`src/rtl/ask4_sym_rcv.sv`:
```
// 4-ASK receive symbol recovery: phase pick, tracked-reference slicer, block statistics.
// Define SYM_RCV_ERR_AVG_EN to build the signed error-mean (DC bias) monitor.
module ask4_sym_rcv #(
    parameter int unsigned        ACC_LOG2 = 18,
    parameter logic signed [17:0] REF_INIT = 18'sd32768
) (
    input  logic               sys_clk,
    input  logic               reset,
    input  logic               sam_clk_en,
    input  logic               sym_clk_en,
    input  logic signed [17:0] dv_in,
    input  logic [1:0]         phase_sel,
    output logic [1:0]         sym_out,
    output logic               sym_valid,
    output logic signed [17:0] error,
    output logic signed [17:0] ref_lvl,
    output logic [35:0]        err_sq_avg,
    output logic signed [17:0] err_avg,
    output logic               stats_valid
);

    localparam int unsigned MAG_W = 18 + ACC_LOG2;
    localparam int unsigned SQ_W  = 36 + ACC_LOG2;
    localparam logic signed [17:0] DV_MIN = {1'b1, {17{1'b0}}};
    localparam logic signed [17:0] DV_MAX = {1'b0, {17{1'b1}}};

    typedef enum logic [1:0] {
        SYM_M3 = 2'b00,
        SYM_M1 = 2'b01,
        SYM_P1 = 2'b10,
        SYM_P3 = 2'b11
    } sym_e;

    logic signed [17:0]  d1_q, d2_q, d3_q;
    logic signed [17:0]  dec_var_q;
    logic                s1_q;
    sym_e                sym_q;
    logic                sym_valid_q;
    logic signed [17:0]  err_q;
    logic signed [17:0]  ref_q;
    logic [35:0]         sq_avg_q;
    logic                stats_valid_q;
    logic [MAG_W-1:0]    mag_acc_q;
    logic [SQ_W-1:0]     sq_acc_q;
    logic [ACC_LOG2-1:0] sym_cnt_q;

    logic signed [17:0]  tap_sel;
    sym_e                sym_d;
    logic signed [19:0]  dv20, r20, half20, lvl20, diff20;
    logic signed [17:0]  err_d;
    logic [17:0]         mag_d;
    logic [35:0]         err_ext, err_sq_d;
    logic [MAG_W-1:0]    mag_sum;
    logic [SQ_W-1:0]     sq_sum;
    logic                block_end;

    // Pre-shift tap values: the sample being shifted in this cycle is tap 0.
    always_comb begin
        // NOTE: default first so every path assigns tap_sel and no latch is inferred.
        tap_sel = dv_in;
        case (phase_sel)
            2'd1:    tap_sel = d1_q;
            2'd2:    tap_sel = d2_q;
            2'd3:    tap_sel = d3_q;
            default: tap_sel = dv_in;
        endcase
    end

    always_comb begin
        dv20   = {{2{dec_var_q[17]}}, dec_var_q};
        r20    = {{2{ref_q[17]}}, ref_q};
        half20 = r20 >>> 1;
        sym_d  = SYM_M3;
        lvl20  = -(r20 + half20);
        if (dv20 >= r20) begin
            sym_d = SYM_P3;
            lvl20 = r20 + half20;
        end else if (dv20 >= 20'sd0) begin
            sym_d = SYM_P1;
            lvl20 = half20;
        end else if (dv20 >= -r20) begin
            sym_d = SYM_M1;
            lvl20 = -half20;
        end
        diff20 = dv20 - lvl20;
        if (diff20 > 20'sd131071) begin
            err_d = DV_MAX;
        end else if (diff20 < -20'sd131072) begin
            err_d = DV_MIN;
        end else begin
            err_d = diff20[17:0];
        end
    end

    // |dv| with the most negative code clipped to full scale.
    always_comb begin
        if (dec_var_q == DV_MIN) begin
            mag_d = 18'(DV_MAX);
        end else if (dec_var_q[17]) begin
            mag_d = 18'(-dec_var_q);
        end else begin
            mag_d = 18'(dec_var_q);
        end
        err_ext   = {{18{err_d[17]}}, err_d};
        err_sq_d  = err_ext * err_ext;
        mag_sum   = mag_acc_q + {{ACC_LOG2{1'b0}}, mag_d};
        sq_sum    = sq_acc_q + {{ACC_LOG2{1'b0}}, err_sq_d};
        block_end = (sym_cnt_q == '1);
    end

    always_ff @(posedge sys_clk) begin
        if (reset) begin
            d1_q          <= '0;
            d2_q          <= '0;
            d3_q          <= '0;
            dec_var_q     <= '0;
            s1_q          <= 1'b0;
            sym_q         <= SYM_M3;
            sym_valid_q   <= 1'b0;
            err_q         <= '0;
            ref_q         <= REF_INIT;
            sq_avg_q      <= '0;
            stats_valid_q <= 1'b0;
            mag_acc_q     <= '0;
            sq_acc_q      <= '0;
            sym_cnt_q     <= '0;
        end else begin
            // NOTE: non-blocking so the delay line shifts and taps read pre-shift values.
            if (sam_clk_en) begin
                d1_q <= dv_in;
                d2_q <= d1_q;
                d3_q <= d2_q;
            end
            if (sym_clk_en) begin
                dec_var_q <= tap_sel;
            end
            s1_q          <= sym_clk_en;
            sym_valid_q   <= s1_q;
            stats_valid_q <= s1_q && block_end;
            if (s1_q) begin
                sym_q     <= sym_d;
                err_q     <= err_d;
                sym_cnt_q <= sym_cnt_q + ACC_LOG2'(1);
                if (block_end) begin
                    ref_q     <= 18'(mag_sum >> ACC_LOG2);
                    sq_avg_q  <= 36'(sq_sum >> ACC_LOG2);
                    mag_acc_q <= '0;
                    sq_acc_q  <= '0;
                end else begin
                    mag_acc_q <= mag_sum;
                    sq_acc_q  <= sq_sum;
                end
            end
        end
    end

`ifdef SYM_RCV_ERR_AVG_EN
    logic signed [MAG_W-1:0] err_acc_q;
    logic signed [MAG_W-1:0] err_sum;
    logic signed [17:0]      err_avg_q;

    assign err_sum = err_acc_q + {{ACC_LOG2{err_d[17]}}, err_d};

    always_ff @(posedge sys_clk) begin
        if (reset) begin
            err_acc_q <= '0;
            err_avg_q <= '0;
        end else if (s1_q) begin
            if (block_end) begin
                err_avg_q <= 18'(err_sum >>> ACC_LOG2);
                err_acc_q <= '0;
            end else begin
                err_acc_q <= err_sum;
            end
        end
    end

    assign err_avg = err_avg_q;
`else
    assign err_avg = '0;
`endif

    assign sym_out     = sym_q;
    assign sym_valid   = sym_valid_q;
    assign error       = err_q;
    assign ref_lvl     = ref_q;
    assign err_sq_avg  = sq_avg_q;
    assign stats_valid = stats_valid_q;

endmodule

```
`config.mk`:
```
export PLATFORM = sky130hd
export DESIGN_NAME = ask4_sym_rcv
export DESIGN_NICKNAME = d
export VERILOG_FILES = /design/src/rtl/ask4_sym_rcv.sv
export SDC_FILE = /design/constraint.sdc
export NUM_CORES = 2
export LEC_CHECK = 0
export CORE_MARGIN = 2
export CORE_UTILIZATION = 57
export DETAILED_ROUTE_END_ITERATION = 8
export HOLD_SLACK_MARGIN = 0.1
export PLACE_DENSITY = 0.76
export SKIP_LAST_GASP = 1
export SLEW_MARGIN = 10
export SYNTH_ARGS = -nofsm -noshare
export SYNTH_HDL_FRONTEND = slang
export SYNTH_SLANG_ARGS = --single-unit
```
`constraint.sdc`:
```
create_clock -name sys_clk -period 12.9 [get_ports sys_clk]
set_input_delay 2.58 -clock sys_clk [delete_from_list [all_inputs] [get_ports sys_clk]]
set_output_delay 2.58 -clock sys_clk [all_outputs]
set_load 0.03 [all_outputs]
```
Yosys cells after proc, flatten, opt, wreduce, memory -nomap -nowiden
Index checks and enable logic that the tools add are counted.

storage, ports and cells
  bits in registers = 257
  output and inout bits = 94
  logic and storage cells = 49

cells by class
  add/sub/neg operators = 9
  multipliers = 1
  $lt $le $gt $ge = 5
  equality and inequality tests = 5
  multiplexer cells = 13
  reduce and logical (&&, ||, !) cells = 2

operators by type and width
  cell                     count
  $mux W18                 4
  $mux W20                 3
  $add A54 B36 Y54         1
  $mux W54                 1
  $pmux W18 S3             1
  $add A36 B18 Y36         1
  $eq A18 B18 Y1 const B   2
  $mul A18 B18 Y36         1
  $mux W36                 1
  $ge A18 B20 Y1           1
  $gt A20 B18 Y1 const B   1
  $lt A20 B18 Y1 const B   1
  $neg A17 Y20             1
  $neg A18 Y20             1
  $neg A20 Y20             1
  $sub A18 B20 Y20         1
  $add A18 B17 Y19         1
  $add A18 B1 Y18 const B  1
  $ge A18 B1 Y1 const B    1
  $ge A18 B18 Y1           1
  $neg A18 Y18             1
  $eq A2 B2 Y1 const B     2
  $mux W2                  2
  $eq A2 B1 Y1 const B     1
  other kinds (3)          3

Logic depth before layout (Yosys ltp)
  depth after elaboration = 12
  gate-level depth with buffers = 72
  mapped depth without buffers = 67

Least setup slack after synthesis
No wires, ideal clock.

  path kind = register -> register
  from = reg ref_q[1], in the netlist ref_lvl[1]
  to = reg sq_avg_q[30], in the netlist err_sq_avg[30]
  arrival = 14,246 ps
  required time = 12,814 ps
  setup slack = -1,431 ps
  cell stages (with the launch flop) = 62
  buffers on the path = 6
  clock period less this slack = 14,331 ps
  cells stage by stage = dfxtp_1 > inv_1 > ha_1 > nand3_1 > nor2_1 > and2_1 > nand3_1 > nor2_1 > xnor2_1 > ha_1 > nand4_1 > nor2_1 > a221oi_1 > o211ai_1 > mux2i_1 > clkbuf_1 > nand2_1 > clkbuf_1 > [... 26 more ...] > nand2_1 > or3_1 > o2111a_1 > nor4b_1 > nor2_1 > o21bai_1 > xor2_1 > ha_1 > clkbuf_1 > nand4_1 > or4_1 > a21oi_1 > o21ai_0 > nand2_1 > clkbuf_1 > nand3_1 > xor2_1 > a211oi_1

between the ends
  word-level cells in the longest chain between the ends = 11
  elaborated cells between the ends (all ways) = 16
  classes of those cells = 6 x add/sub; 1 x mul; 4 x order compare; 5 x mux

RTL lines
  what                                                     line        text
  start, declared                                          40          logic signed [17:0] ref_q;
  start signal, assigned                                   145         ref_q <= 18'(mag_sum >> ACC_LOG2);
  $add A18 B17 Y19 / $neg A18 Y20 (equally long branches)  74, 77, 81
  $neg A20 Y20 / $ge A18 B20 Y1 (equally long branches)    74, 81
  $mux W20                                                 81          end else if (dv20 >= -r20) begin
  $mux W20                                                 78          end else if (dv20 >= 20'sd0) begin
  $mux W20 (*)                                             75          if (dv20 >= r20) begin
  $sub A18 B20 Y20 (*)                                     85          diff20 = dv20 - lvl20;
  $lt A20 B18 Y1                                           88          end else if (diff20 < -20'sd131072) begin
  $mux W18                                                 88
  $mux W18 (*)                                             86          if (diff20 > 20'sd131071) begin
  $mul A18 B18 Y36 (*)                                     105         err_sq_d = err_ext * err_ext;
  $add A54 B36 Y54 (*)                                     107         sq_sum = sq_acc_q + {{ACC_LOG2{1'b0}}, err_sq_d};
  end signal, assigned                                     146         sq_avg_q <= 36'(sq_sum >> ACC_LOG2);
  end, declared                                            41          logic [35:0] sq_avg_q;

Mark *: on every way between the ends. The rest lies on a longest branch, timed or not.
A chain may end at the register's enable or synchronous reset.

Final worst setup path
  from = reg ref_q[1], in the netlist ref_lvl[1]
  to = reg sq_acc_q[44]

between the ends
  word-level cells in the longest chain between the ends = 12
  elaborated cells between the ends (all ways) = 17
  classes of those cells = 6 x add/sub; 1 x mul; 4 x order compare; 6 x mux

RTL lines
  what                                                     line        text
  $add A18 B17 Y19 / $neg A18 Y20 (equally long branches)  74, 77, 81
  $neg A20 Y20 / $ge A18 B20 Y1 (equally long branches)    74, 81
  $mux W20                                                 81
  $mux W20                                                 78
  $mux W20 (*)                                             75
  $sub A18 B20 Y20 (*)                                     85
  $lt A20 B18 Y1                                           88
  $mux W18                                                 88
  $mux W18 (*)                                             86
  $mul A18 B18 Y36 (*)                                     105
  $add A54 B36 Y54 (*)                                     107
  $mux W54 (*)                                             144         if (block_end) begin
  end signal, assigned                                     151         sq_acc_q <= sq_sum;
  end, declared                                            44          logic [SQ_W-1:0] sq_acc_q;

Marked as above.

==> results.sh <==
export IMPL_crit_top_cell="fa_1"
export IMPL_pre_cts_ws_ps=-1250
export IMPL_final_cell_mix="679 x buf_4, 383 x inv_1, 317 x nor2_1, 279 x nand2_1, 275 x fa_1"
export IMPL_grt_pass1_vias=29570
export IMPL_avgSynthCellArea_um2=8.40
export IMPL_place_congestion=1.01
export IMPL_maxSlewHeadroom=0.122
export IMPL_ant_nets=0
export IMPL_skew_ps=40.2
export IMPL_ctsHoldBuffers=0
export IMPL_core_um2=50200
export IMPL_viasPerCell=6.07
export IMPL_worst_path_largest_cell_delay_ps=560
export IMPL_nNetsFinal=4763
export IMPL_finalMaxSlewViolations=0
export IMPL_fin_crit_sh=1.09
export IMPL_required_ps=13400
export IMPL_cts_buffers_inserted=30
export IMPL_drive_gt1_frac=0.310
export IMPL_outcome="finished, violations left"
export IMPL_grt_pass1_wl_um=159000
export IMPL_synth_area_um2=29000
export IMPL_cts_buffer_depth=3
export IMPL_crit_path_start_kind="flop"
export IMPL_crit_path_end_kind="flop"
export IMPL_worstMarginPinSlew_ps=1310
export IMPL_routed_wl_um=107000
export IMPL_fillers=3201
export IMPL_drt_first_pass_iters=6
export IMPL_grt_max_degree=94
export IMPL_grtUsageTotal=0.382
export IMPL_netlist_instances=3445
export IMPL_fin_crit_ps=14060
export IMPL_finalSetupViolCount=70
export IMPL_hold_violations=0
export IMPL_synth_top_area_share=0.209
export IMPL_pin_count=118
export IMPL_synth_edf_count=0
export IMPL_ys_seq_area_frac=0.178
export IMPL_synth_warnings=0
export IMPL_dieArea_um2=52600
export IMPL_antenna_found_initial=0
export IMPL_drtIter0Drc=3201
export IMPL_fp_row_count=82
export IMPL_globalRouteOverflowTotal=0
export IMPL_ys_async_sr_fraction=0
export IMPL_final_common_cell="buf_4"
export IMPL_root_buffer="clkbuf_16"
export IMPL_htree_levels=1
export IMPL_tritoncts="yes"
export IMPL_hp_class="reg2reg"
export IMPL_drc=0
export IMPL_maxCapViolations=0
export IMPL_rsz0062_at_grt="true"
export IMPL_synth_cell_types=91
export IMPL_die_h_um=229
export IMPL_synth_seq_cells=257
export IMPL_hpwlAfterDp_um=77400
export IMPL_initial_utilization=0.577
export IMPL_wl_per_cell_um=22.0
export IMPL_violations="negative setup slack"
export IMPL_area_growth_pct=37.4
export IMPL_yosys_top_cells_area="fa_1 21%, dfxtp_1 18%, ha_1 11%"
export IMPL_setup_ws_ps=-1160
export IMPL_worstSetupPathType="reg2reg"
export IMPL_cts_sinks=257
export IMPL_die_w_um=229
export IMPL_synth_top_cell_by_area="fa_1"
export IMPL_fmax_mhz=71.1
export IMPL_ys_flop_type="dfxtp_1"
export IMPL_vias=29594
export IMPL_path_clk_slew_ps=60
export IMPL_worstPathMaxFanout=8
export IMPL_slowest_stage="fa_1"
export IMPL_cp_data_arrival_time_ps=14560
export IMPL_clk_latency_ps=620
export IMPL_placement_io_buffers=99
[state kept, by name, indices dropped and copies added (netlist names), 2 cells and up]
signal,flops
sym_out,2
err_sq_avg,36
error,18
ref_lvl,18
sym_cnt_q,18
d1_q,18
d2_q,18
d3_q,18
mag_acc_q,36
dec_var_q,18
sq_acc_q,54
[synth_stat cells (all sizes together), types with 16 or more instances]
| cell type | number |
|---|---|
| and3 | 24 |
| nand3 | 72 |
| nor3 | 53 |
| a22oi | 30 |
| nor2b | 18 |
| a21oi | 191 |
| xnor2 | 122 |
| or3 | 41 |
| clkbuf | 116 |
| xor2 | 76 |
| nand2 | 321 |
| dfxtp | 257 |
| a21o | 76 |
| o31ai | 22 |
| and2 | 21 |
| nand2b | 16 |
| o21a | 19 |
| a211oi | 66 |
| fa | 302 |
| ha | 254 |
| mux2i | 76 |
| a31oi | 37 |
| inv | 435 |
| mux4 | 18 |
| buf | 49 |
| o21ai | 146 |
| nor2 | 377 |
| nand4 | 29 |
[worst max-delay path, delay by kind of cell (launching register included)]
family | cells | cell delay, ps
xor+xnor | 2 | 300
mux | 1 | 230
compound gates | 22 | 4420
buf+inv | 11 | 1310
simple gates | 17 | 2780
flops | 1 | 360
fa+ha+maj | 11 | 4490
[final timing paths]
kind / start / slack (ps) / end / cells after the start
max reg2reg: ref_lvl[1] / -1160 / sq_acc_q[44] / 64
min reg2reg: err_sq_avg[18] / 460 / err_sq_avg[18] / 2
max: ref_lvl[1] / -1160 / sq_acc_q[44] / 64
min: err_sq_avg[18] / 460 / err_sq_avg[18] / 2
[routing by layer]
metal / part of all wire / global-route usage / wire (um) / vias up
met5: 0 / 0 / 0 / -
met4: 0.049 / 0.128 / 5300 / 0
met3: 0.10 / 0.0710 / 11000 / 411
met2: 0.45 / 0.613 / 48400 / 1690
met1: 0.40 / 0.520 / 42400 / 14476
li1: - / - / - / 13017
[per-stage QoR]
step	area [um^2]	setup TNS, ps	std cells	hold WS (ps)	utilization
finish	39800	-50490	4877	459	0.793
detailed placement	35400	-54970	4683	444	0.706
global route	39800	-73510	4876	492	0.793
CTS	38100	-8590	4818	456	0.760
global placement	35400	-34310	4683	439	0.706
floorplan	29700	0	3462	432	-
[what timing repair did]
| item | 4_1_cts | 5_1_grt |
|---|---|---|
| pin swaps | 154 | 203 |
| endpoints found under the setup margin | 69 | 73 |
| resized for setup | 237 | 277 |
| setup buffers | 82 | 60 |
| gates cloned | 3 | 5 |
[cell type report]
class	instances	area, um^2	area share
antenna	1	2.50	0.0000629
inverter	437	1690	0.0425
multi-input combinational	2607	23900	0.602
clock buffer	41	872	0.0219
sequential	257	5180	0.130
clock inverter	12	184	0.00462
timing repair buffer	849	7060	0.177
tap	672	841	0.0211
timing repair inverter	1	6.26	0.000157
[kinds of logic after synthesis]
| family | count (synthesis) | share of synthesized area |
|---|---|---|
| flip-flops | 257 | 0.178 |
| AND/OR/NAND/NOR | 1020 | 0.158 |
| XOR/XNOR | 198 | 0.0599 |
| other | 1 | 0.000130 |
| multiplexers | 98 | 0.0418 |
| buffers and inverters | 602 | 0.0825 |
| adder cells (fa/ha/maj) | 556 | 0.319 |
| AO/OA/AOI/OAI | 713 | 0.161 |
Power is left out: the tool's default activity adds up to more than one toggle a clock period on the data nets, which glitch-free logic cannot reach.
